===== config.mk =====
export PLATFORM = sky130hd
export DESIGN_NAME = fifo_tx_serializer
export DESIGN_NICKNAME = d
export VERILOG_FILES = /design/src/rtl/fifo_tx_serializer.sv
export SDC_FILE = /design/constraint.sdc
export NUM_CORES = 1
export LEC_CHECK = 0
export BUFFER_PORTS_ARGS = -buffer_cell sky130_fd_sc_hd__buf_2
export CORE_MARGIN = 2
export CORE_UTILIZATION = 49
export CTS_CLUSTER_SIZE = 14
export DETAILED_ROUTE_END_ITERATION = 6
export HOLD_SLACK_MARGIN = 0.12
export PLACE_DENSITY_LB_ADDON = 0.15
export SLEW_MARGIN = 10
export SYNTH_ARGS = -nofsm -noshare
export SYNTH_HDL_FRONTEND = slang
export SYNTH_SLANG_ARGS = --single-unit

===== constraint.sdc =====
create_clock -name clk -period 1.6 [get_ports clk]
set_clock_uncertainty 0.15 [all_clocks]
set_input_delay 0.16 -clock clk [delete_from_list [all_inputs] [get_ports clk]]
set_output_delay 0.16 -clock clk [all_outputs]
set_load 0.02 [all_outputs]

===== src/rtl/fifo_tx_serializer.sv =====
// ---------------------------------------------------------------------------
// fifo_tx_serializer
//
// Pops one word from a show-ahead FIFO and sends it as a UART-style serial
// frame: one start bit (0), WIDTH data bits LSB first, one stop bit (1).
// Every bit lasts CLKS_PER_BIT clock cycles. The line idles high.
//
// Handshake: the FIFO presents its head word on rdata whenever empty=0.
// shift_out is a one-cycle pop strobe. The word on rdata is consumed on the
// rising edge where shift_out=1. shift_out is only raised in IDLE with
// enable=1 and empty=0, so at most one pop happens per frame.
//
// Parameters
//   WIDTH         data word width in bits (>= 1)
//   CLKS_PER_BIT  clock cycles per serial bit (>= 1)
//
// Ports
//   clk          clock, all state updates on the rising edge
//   res_n        asynchronous active-low reset
//   enable       permission to start a new frame
//   empty        FIFO empty flag (1 = no word available)
//   rdata        FIFO head word
//   shift_out    FIFO pop strobe (combinational, one cycle)
//   tx           serial line (registered, idle high)
//   busy         high while a frame is in progress
//   frames_sent  number of completed frames (wraps at 16 bits)
//   state_dbg    current FSM state (0 IDLE, 1 START, 2 DATA, 3 STOP)
// ---------------------------------------------------------------------------
module fifo_tx_serializer #(
    parameter int WIDTH        = 8,
    parameter int CLKS_PER_BIT = 4
) (
    input  logic             clk,
    input  logic             res_n,
    input  logic             enable,
    input  logic             empty,
    input  logic [WIDTH-1:0] rdata,
    output logic             shift_out,
    output logic             tx,
    output logic             busy,
    output logic [15:0]      frames_sent,
    output logic [1:0]       state_dbg
);

    typedef enum logic [1:0] {
        IDLE  = 2'd0,
        START = 2'd1,
        DATA  = 2'd2,
        STOP  = 2'd3
    } state_t;

    localparam int CW = (CLKS_PER_BIT > 1) ? $clog2(CLKS_PER_BIT) : 1;
    localparam int BW = (WIDTH > 1) ? $clog2(WIDTH) : 1;
    localparam logic [CW-1:0] CYC_LAST = CW'(CLKS_PER_BIT - 1);
    localparam logic [BW-1:0] BIT_LAST = BW'(WIDTH - 1);

    state_t           state_q;
    logic [CW-1:0]    cyc_q;
    logic [BW-1:0]    bit_q;
    logic [WIDTH-1:0] sh_q;
    logic             tx_q;
    logic             busy_q;
    logic [15:0]      frames_q;
    logic             bit_done;

    // Last cycle of the current start/data/stop bit.
    assign bit_done = (cyc_q == CYC_LAST);

    // res_n is included so the strobe stays low for the whole reset period,
    // not just after the first clock edge.
    assign shift_out = res_n && (state_q == IDLE) && enable && !empty;

    assign tx          = tx_q;
    assign busy        = busy_q;
    assign frames_sent = frames_q;
    assign state_dbg   = state_q;

    always_ff @(posedge clk or negedge res_n) begin
        if (!res_n) begin
            state_q  <= IDLE;
            cyc_q    <= '0;
            bit_q    <= '0;
            sh_q     <= '0;
            tx_q     <= 1'b1;
            busy_q   <= 1'b0;
            frames_q <= '0;
        end else begin
            case (state_q)
                IDLE: begin
                    if (shift_out) begin
                        sh_q    <= rdata;
                        state_q <= START;
                        tx_q    <= 1'b0;
                        busy_q  <= 1'b1;
                        cyc_q   <= '0;
                        bit_q   <= '0;
                    end
                end
                START: begin
                    if (bit_done) begin
                        // The LSB moves onto the line and the register shifts
                        // at the same time. This keeps sh_q[0] as the next bit
                        // to send, which also works for WIDTH=1.
                        cyc_q   <= '0;
                        state_q <= DATA;
                        tx_q    <= sh_q[0];
                        sh_q    <= sh_q >> 1;
                    end else begin
                        cyc_q <= cyc_q + 1'b1;
                    end
                end
                DATA: begin
                    if (bit_done) begin
                        cyc_q <= '0;
                        if (bit_q == BIT_LAST) begin
                            bit_q   <= '0;
                            state_q <= STOP;
                            tx_q    <= 1'b1;
                        end else begin
                            bit_q <= bit_q + 1'b1;
                            tx_q  <= sh_q[0];
                            sh_q  <= sh_q >> 1;
                        end
                    end else begin
                        cyc_q <= cyc_q + 1'b1;
                    end
                end
                STOP: begin
                    if (bit_done) begin
                        cyc_q    <= '0;
                        state_q  <= IDLE;
                        busy_q   <= 1'b0;
                        frames_q <= frames_q + 16'd1;
                    end else begin
                        cyc_q <= cyc_q + 1'b1;
                    end
                end
                default: state_q <= IDLE;
            endcase
        end
    end

endmodule

# After elaboration in Yosys (flattened, before gate mapping)
# Index checks and enable logic that the tools add are counted.
# classes
addsub,3
eq_ne,11
muxes,26
n_reduce_logical,15
# op_table
operator,count
two-way mux 8 bit,4
one-hot mux 8 bit (3 select lines),1
"adder 16 x 1 -> 16 bit, second input constant",1
two-way mux 2 bit,7
"inequality test 2 bit, second input constant",6
AND reduction 5 bit,2
two-way mux 3 bit,3
one-hot mux 2 bit (4 select lines),1
"== test 2 bit, second input constant",3
two-way mux 1 bit,6
one-hot mux 3 bit (2 select lines),1
AND reduction 3 bit,2
one-hot mux 2 bit (2 select lines),1
AND reduction 4 bit,1
nonzero test 2 bit,2
"adder 3 x 1 -> 3 bit, second input constant",1
"== test 3 bit, second input constant",1
logical AND 1 bit,3
one-hot mux 1 bit (3 select lines),1
nonzero test 3 bit,1
OR reduction 3 bit,1
"adder 2 x 1 -> 2 bit, second input constant",1
"== test 2 x 1 -> 1 bit, second input constant",1
logical NOT 2 bit,1
other kinds (3),3
# word_totals
ff_bits,33
inputBits,12
output_inout_bits,21
word_cells,62

# Logic depth before layout (Yosys ltp)
# Gate-level depths: netlist (run 1).
# depth
depth_word,6
mapped_depth,7
ltp_nobuf,6

# Least setup slack after synthesis (run 1)
# No wires, ideal clock.
# synth_path
path_kind,reg-to-reg
from,"register state_q[0], in the netlist state_dbg[0]"
to,"register state_q[1], in the netlist state_dbg[1]"
setup_ns,0.128
arrival_ns,1.667
t_required_ns,1.322
path_slack_ns,-0.345
path_stages_with_launch,7
n_path_buf,1
period_less_slack_ns,1.945
cell_sequence,dfrtp_1 > inv_1 > ha_1 > buf_2 > o21bai_1 > a21oi_1 > mux2_1
# synth_via
elab_chain_cells,6
elab_cells_between_ends,14
cone_classes,eq/ne (8); mux (1); reduce/logical (5)
# synth_lines
element,line_no,rtl
"start, declared",57,state_t state_q;
"start signal, assigned",80,state_q <= IDLE;
"start signal, assigned",92,state_q <= START;
"start signal, assigned",105,state_q <= DATA;
logical NOT 2 bit,"71, 88",
logical AND 1 bit (3 in series),71,assign shift_out = res_n && (state_q == IDLE) && enable && !empty;
inequality test 2 bit (no source line),n/a,
AND reduction 5 bit (no source line),n/a,
# Several ways; a longest one is shown, not always the timed one.
# A chain may end at the register's enable or synchronous reset.

# Final worst setup path (run 1)
# layout_path
from,"register state_q[0], in the netlist state_dbg[0]"
to,output shift_out
# layout_via
elab_chain_cells,4
# layout_lines
element,line_no,rtl
logical NOT 2 bit,71,
logical AND 1 bit (3 in series),71,
"end, declared",38,"output logic shift_out,"
# Every way passes these cells.

==> impl_metrics.toml, run 1 <==
[sta]
worst_slew_pin_slew_ns = 0.4227
hold_violations = 0
timing.slew.headroom_pct = 71.82
period_needed_ns = 1.804
finalWorstSetupSlack_ns = -0.2044
setup_viol = 24
rsz0062_at_grt = "yes"
min_period_over_period_pct = 112.8
max_clock_freq_ghz = 0.5542
final_max_slew_viol_count = 0

[route]
vias = 1453
initialDrtViolationCount = 49
wl_um = 3950
firstDrtPassIters = 4
viasPerCell = 5.063
ant_nets = 0
drc = 0
wl_per_cell_um = 13.76

[clocking]
h-tree-depth = 2
clk_latency_ns = 0.35
clkSlewWorstSetupHoldPaths_ns = 0.11
cts_buffers = 5
cts-root-buf = "clkbuf_4"
cts_tree = "done"
clk_path_buf_depth = 2
clkSinkCount = 33

[critical_path]
path_class = "flop to primary output"
cpLargestDelayFamily = "flip-flops"
cp_data_arrival_time_ns = 1.49
cp_common_cell = "buf_6"
cp_max_fo = 4
critPathCaptureType = "primary output"
worstPathCellList = "inv_2, ha_4, buf_6, buf_6, and2_4, buf_6"
r2r_slack_ns = -0.15
max_stage_delay_ns = 0.44
crit_slowest_cell = "dfrtp_2"
worst_setup_path_start_kind = "flop"
worst-path-buf-inv = 4
cp.required_ns = 1.29

[synth]
seq_area_frac_synth_pct = 46.32
netlist_instances = 158
synth_edf_count = 0
ys_async_sr_fraction_pct = 100.0
synth_area_leader_cell = "dfrtp_1"
synth_warnings = 0
syn_area_sq_mm = 0.001785
synth.top_cell.area_share_pct = 44.85
synth_flop_cell = "dfrtp_1"
syn_area_per_cell_sq_um = 11.30
synth_area_leaders = "dfrtp_1 45%, ha_1 7.0%, mux2i_1 5.0%"
ys_types = 47
yosysMostFrequentCell = "dfrtp_1"
synth_common_cells = "32 x dfrtp_1, 13 x nand2_1, 10 x ha_1, 10 x xnor2_1, 9 x mux2i_1"
syn_nets = 180
synth_seq_cells = 33

[floorplanning]
start_util_pct = 52.27
core-area_sq_mm = 0.003416
die_area_sq_mm = 0.004143
die_x_um = 64.37
rows = 21
die_h_um = 64.37
io_pins = 33

[pwr]
power.density_mw_per_mm2 = 1881
p_leak_uw = 0.001303
vdd_drop_max_mv = 1.348

[final_layout]
final_util_pct = 76.48
area_growth_pct = 46.32
layout-drive-gt1-share_pct = 48.96
nets = 262
final_area_sq_mm = 0.002613
antennaDiodeCount = 0

[place]
place_ws_ns = -0.2166
dpl.hpwl_um = 2679
gp_congestion = 0.8559
io_buffer_count = 32
placed_area_sq_mm = 0.002196

[global_route]
grt_max_degree = 34
antenna_found_initial = 0
track_usage_pct = 21.20
grt_pass1_wl_um = 6699
grt_pass1_vias = 1452
grt.overflow.total = 0

[flow_run]
maxCapViolations = 0

[status]
violations = "setup timing"
status = "complete, but fails checks"

[min_path]
hold_class = "input port to asynchronous set/reset pin"
## per-stage QoR
| step | TNS [ns] | hold slack (ns) | power [uW] | std cells |
|---|---|---|---|---|
| final | -2.435 | 0.2169 | 4914 | 287 |
| after global placement | -1.486 | 0.08194 | 3404 | 257 |
| after CTS | -2.251 | 0.2465 | 4786 | 286 |
| after detailed placement | -2.717 | 0.09453 | 3488 | 257 |
| after floorplan | -1.224 | -0.2856 | 2795 | 158 |
| after global routing | -4.970 | 0.2572 | 5234 | 287 |
## registers in the layout, indices dropped and copies added, names as in the netlist
| register | flops |
|---|---|
| frames_sent | 16 |
| sh_q | 8 |
| bit_q | 3 |
| cyc_q | 2 |
| state_dbg | 2 |
| busy | 1 |
| tx | 1 |
## per-layer routing
layer  track usage, %  routed length, um  up-vias
met5                0                  0        -
met4            6.383                 47        0
met3            6.162                162        5
met2            38.02               2086       32
met1            24.32               1653      698
li1                 -                  -      718
## power by group
part	switching [uW]	internal (uW)	total, uW
sequential	197	1070	1270
clock	312	331	643
combinational	1370	1630	3000
total	1880	3040	4910
## layout by cell type, fill, tap and decap left out, types with 3 or more instances in the layout
cell type and count:
buf_4 34, buf_2 31, dfrtp_1 30, nand2_1 12, xnor2_1 10, dlygate4sd3_1 9
mux2i_1 7, nor2_1 7, ha_1 6, buf_6 6, o21ai_1 5, nand3_1 5
xor2_1 5, clkbuf_4 5, a21oi_2 4, a21oi_1 4, ha_4 4, inv_1 3
a31oi_1 3
## worst register-to-register path: cells and delay by family (launching register included)
family                     cells  cell delay (ns)
muxes                          1             0.30
adders and majority gates      1             0.18
DFF                            1             0.46
AOI/OAI and AO/OA              1             0.18
and+or+nand+nor                2             0.15
buffers and inverters          2             0.22
## layout make-up
| class | count | area [sq um] |
|---|---|---|
| repair buffers | 81 | 588.1 |
| flip-flops and latches | 33 | 829.5 |
| well taps | 46 | 57.56 |
| multi-input cells | 113 | 1028 |
| inverters | 6 | 25.02 |
| clock buffers | 5 | 37.54 |
| fillers | 211 | 803.3 |
| clock inverters | 3 | 46.29 |
## cells by family (layout without fill, tap and decap cells)
family          Yosys count  after routing  share of synthesized area (%)
compound gates           29             29                          12.19
xor+xnor                 15             15                          7.358
fa+ha+maj                10             10                          7.008
buf+inv                  12             95                          3.853
flops                    33             33                          46.32
mux                      13             13                          7.778
simple gates             46             46                          15.49
## final timing paths
kind	startpoint	endpoint	depth (start not counted)
min in group clk	enable	bit_q[1]	5
setup reg to reg	state_dbg[0]	sh_q[7]	7
hold / removal	res_n	bit_q[1]	3
hold reg to reg	frames_sent[11]	frames_sent[11]	1
max in group asynchronous	res_n	tx	3
setup / recovery	state_dbg[0]	shift_out	6
## repair_timing
item                       4_1_cts  5_1_grt
setup buffers                   11        1
gates cloned                     1        0
gates resized for setup         28        5
setup endpoints to repair       28       31
hold endpoints to repair        41        0
hold buffers                     9        0
pin swaps                        7        2
Note: power is estimated with default switching activity, not from simulation.
==> run 2, diff against run 1 <==
Settings changed: CTS_CLUSTER_DIAMETER set to 200, RECOVER_POWER set to 25.
==> run 2 against run 1 <==
  * The flow still finishes with violations (setup timing)
  * Critical endpoint unchanged
  * Sequential share of layout area is essentially flat
  * Critical path depth is the same
  * Final cell count is the same
  * Flip-flop and latch count is the same
  * Register-to-register slack is essentially flat
  * Power is essentially flat
  * Fmax is the same
  * Hold slack gained 0.062 ns
  * Largest power group unchanged
  * Die area is the same
==> impl_metrics.toml, run 2 (synthesis results as in run 1) <==
[pwr]
p_leak_uw = 0.001302
vdd_drop_max_mv = 1.348
power.density_mw_per_mm2 = 1882

[clocking]
clkSlewWorstSetupHoldPaths_ns = 0.11
h-tree-depth = 2
clk_path_buf_depth = 2
cts-root-buf = "clkbuf_4"
clk_latency_ns = 0.35
clkSinkCount = 33
cts_buffers = 5
cts_tree = "done"

[place]
placed_area_sq_mm = 0.002196
placed_cells = 257
gp_congestion = 0.8559
place_ws_ns = -0.2166
io_buffer_count = 32
dpl.hpwl_um = 2679

[critical_path]
path_class = "flop to primary output"
cp_data_arrival_time_ns = 1.49
crit_slowest_cell = "dfrtp_2"
worst_setup_path_start_kind = "flop"
max_stage_delay_ns = 0.44
critPathCaptureType = "primary output"
worstPathCellList = "inv_2, ha_4, buf_6, buf_6, and2_4, buf_6"
cp.required_ns = 1.29
cp_max_fo = 4
cp_common_cell = "buf_6"

[final_layout]
layout_commonest_cell = "buf_4"
antennaDiodeCount = 0
area_growth_pct = 46.18
final_cell_mix = "33 x buf_4, 31 x buf_2, 30 x dfrtp_1"
nets = 262
largest_register_ffs = 16
fin_cells = 287
final_area_sq_mm = 0.002610
layout-drive-gt1-share_pct = 48.96

[global_route]
grt_pass1_wl_um = 6699
antenna_found_initial = 0
track_usage_pct = 21.20
grt_pass1_vias = 1452
grt_max_degree = 34
grt.overflow.total = 0

[floorplanning]
die_h_um = 64.37
start_util_pct = 52.27
core-area_sq_mm = 0.003416
rows = 21
io_pins = 33
die_area_sq_mm = 0.004143
die_x_um = 64.37

[sta]
worst_slew_pin_slew_ns = 0.8155
setup_viol = 24
min_period_over_period_pct = 112.8
hold_violations = 0
final_max_slew_viol_count = 0
finalWorstSetupSlack_ns = -0.2044
period_needed_ns = 1.804
max_clock_freq_ghz = 0.5542
timing.slew.headroom_pct = 45.63
rsz0062_at_grt = "yes"

[min_path]
hold_class = "input port to flop"

[route]
drc = 0
wl_um = 3947
firstDrtPassIters = 4
viasPerCell = 5.052
ant_nets = 0
vias = 1450
initialDrtViolationCount = 50
wl_per_cell_um = 13.75

[flow_run]
maxCapViolations = 0

[status]
violations = "setup timing"
status = "complete, but fails checks"
run 2: changes by cell type in the layout (fill, tap and decap cells not counted), sizes merged:
cell and delta:
buf -1, clkbuf +1
run 2: timing repair:
action / 4_1_cts / 5_1_grt
buffers inserted: 11 / 1
endpoints found under the setup margin: 28 / 31
hold buffers: 9 / 0
hold endpoints to repair: 41 / 0
pin swaps: 7 / 2
cloned: 1 / 0
gates resized for setup: 28 / 5
run 2: where the power goes:
group          total, uW  internal, uW  switching (uW)  leakage [uW]
combinational       3000          1630            1370      0.000840
sequential          1270          1070             197      0.000421
clock                643           331             312     0.0000414
run 2: worst max-delay path, delay by kind of cell, from the launching register on:
family | cells | cell delay (ns)
AND/OR/NAND/NOR | 1 | 0.13
flip-flops | 1 | 0.44
adder cells (fa/ha/maj) | 1 | 0.16
buffers and inverters | 4 | 0.42
run 2: worst paths after layout:
| check | start | endpoint | slack (ns) | cells after the start |
|---|---|---|---|---|
| setup / recovery | state_dbg[0] | shift_out | -0.20 | 6 |
| hold / removal | enable | bit_q[1] | 0.28 | 5 |
| setup reg to reg | state_dbg[0] | sh_q[7] | -0.15 | 7 |
| hold reg to reg | frames_sent[11] | frames_sent[11] | 0.34 | 1 |
| max in group asynchronous | res_n | state_dbg[1] | 0.37 | 3 |
| min in group asynchronous | res_n | bit_q[1] | 0.37 | 3 |
run 2: area by class of cell:
type                       instances  area, sq um
clock buffer                       5        37.54
clock inverter                     3        46.29
fill                             212        805.8
inverter                           6        25.02
multi-input combinational        113         1028
sequential                        33        829.5
tap                               46        57.56
timing repair buffer              81        585.6
run 2: stage by stage:
step | setup TNS (ns) | utilization, % | total power [uW] | hold WS [ns]
after detailed placement | -2.717 | 64.29 | 3488 | 0.09453
after CTS | -2.251 | 75.42 | 4786 | 0.2465
after floorplan | -1.224 | - | 2795 | -0.2856
after global routing | -4.970 | 76.41 | 5233 | 0.3199
final | -2.435 | 76.41 | 4913 | 0.2794
after global placement | -1.486 | 64.29 | 3404 | 0.08194
run 2: routing by layer:
| layer | up-vias | track usage, % | part of all wire, % |
|---|---|---|---|
| met1 | 695 | 24.32 | 42 |
| met5 | - | 0 | 0 |
| met2 | 32 | 38.02 | 53 |
| met3 | 5 | 6.162 | 4.1 |
| met4 | 0 | 6.383 | 1.2 |
| li1 | 718 | - | - |
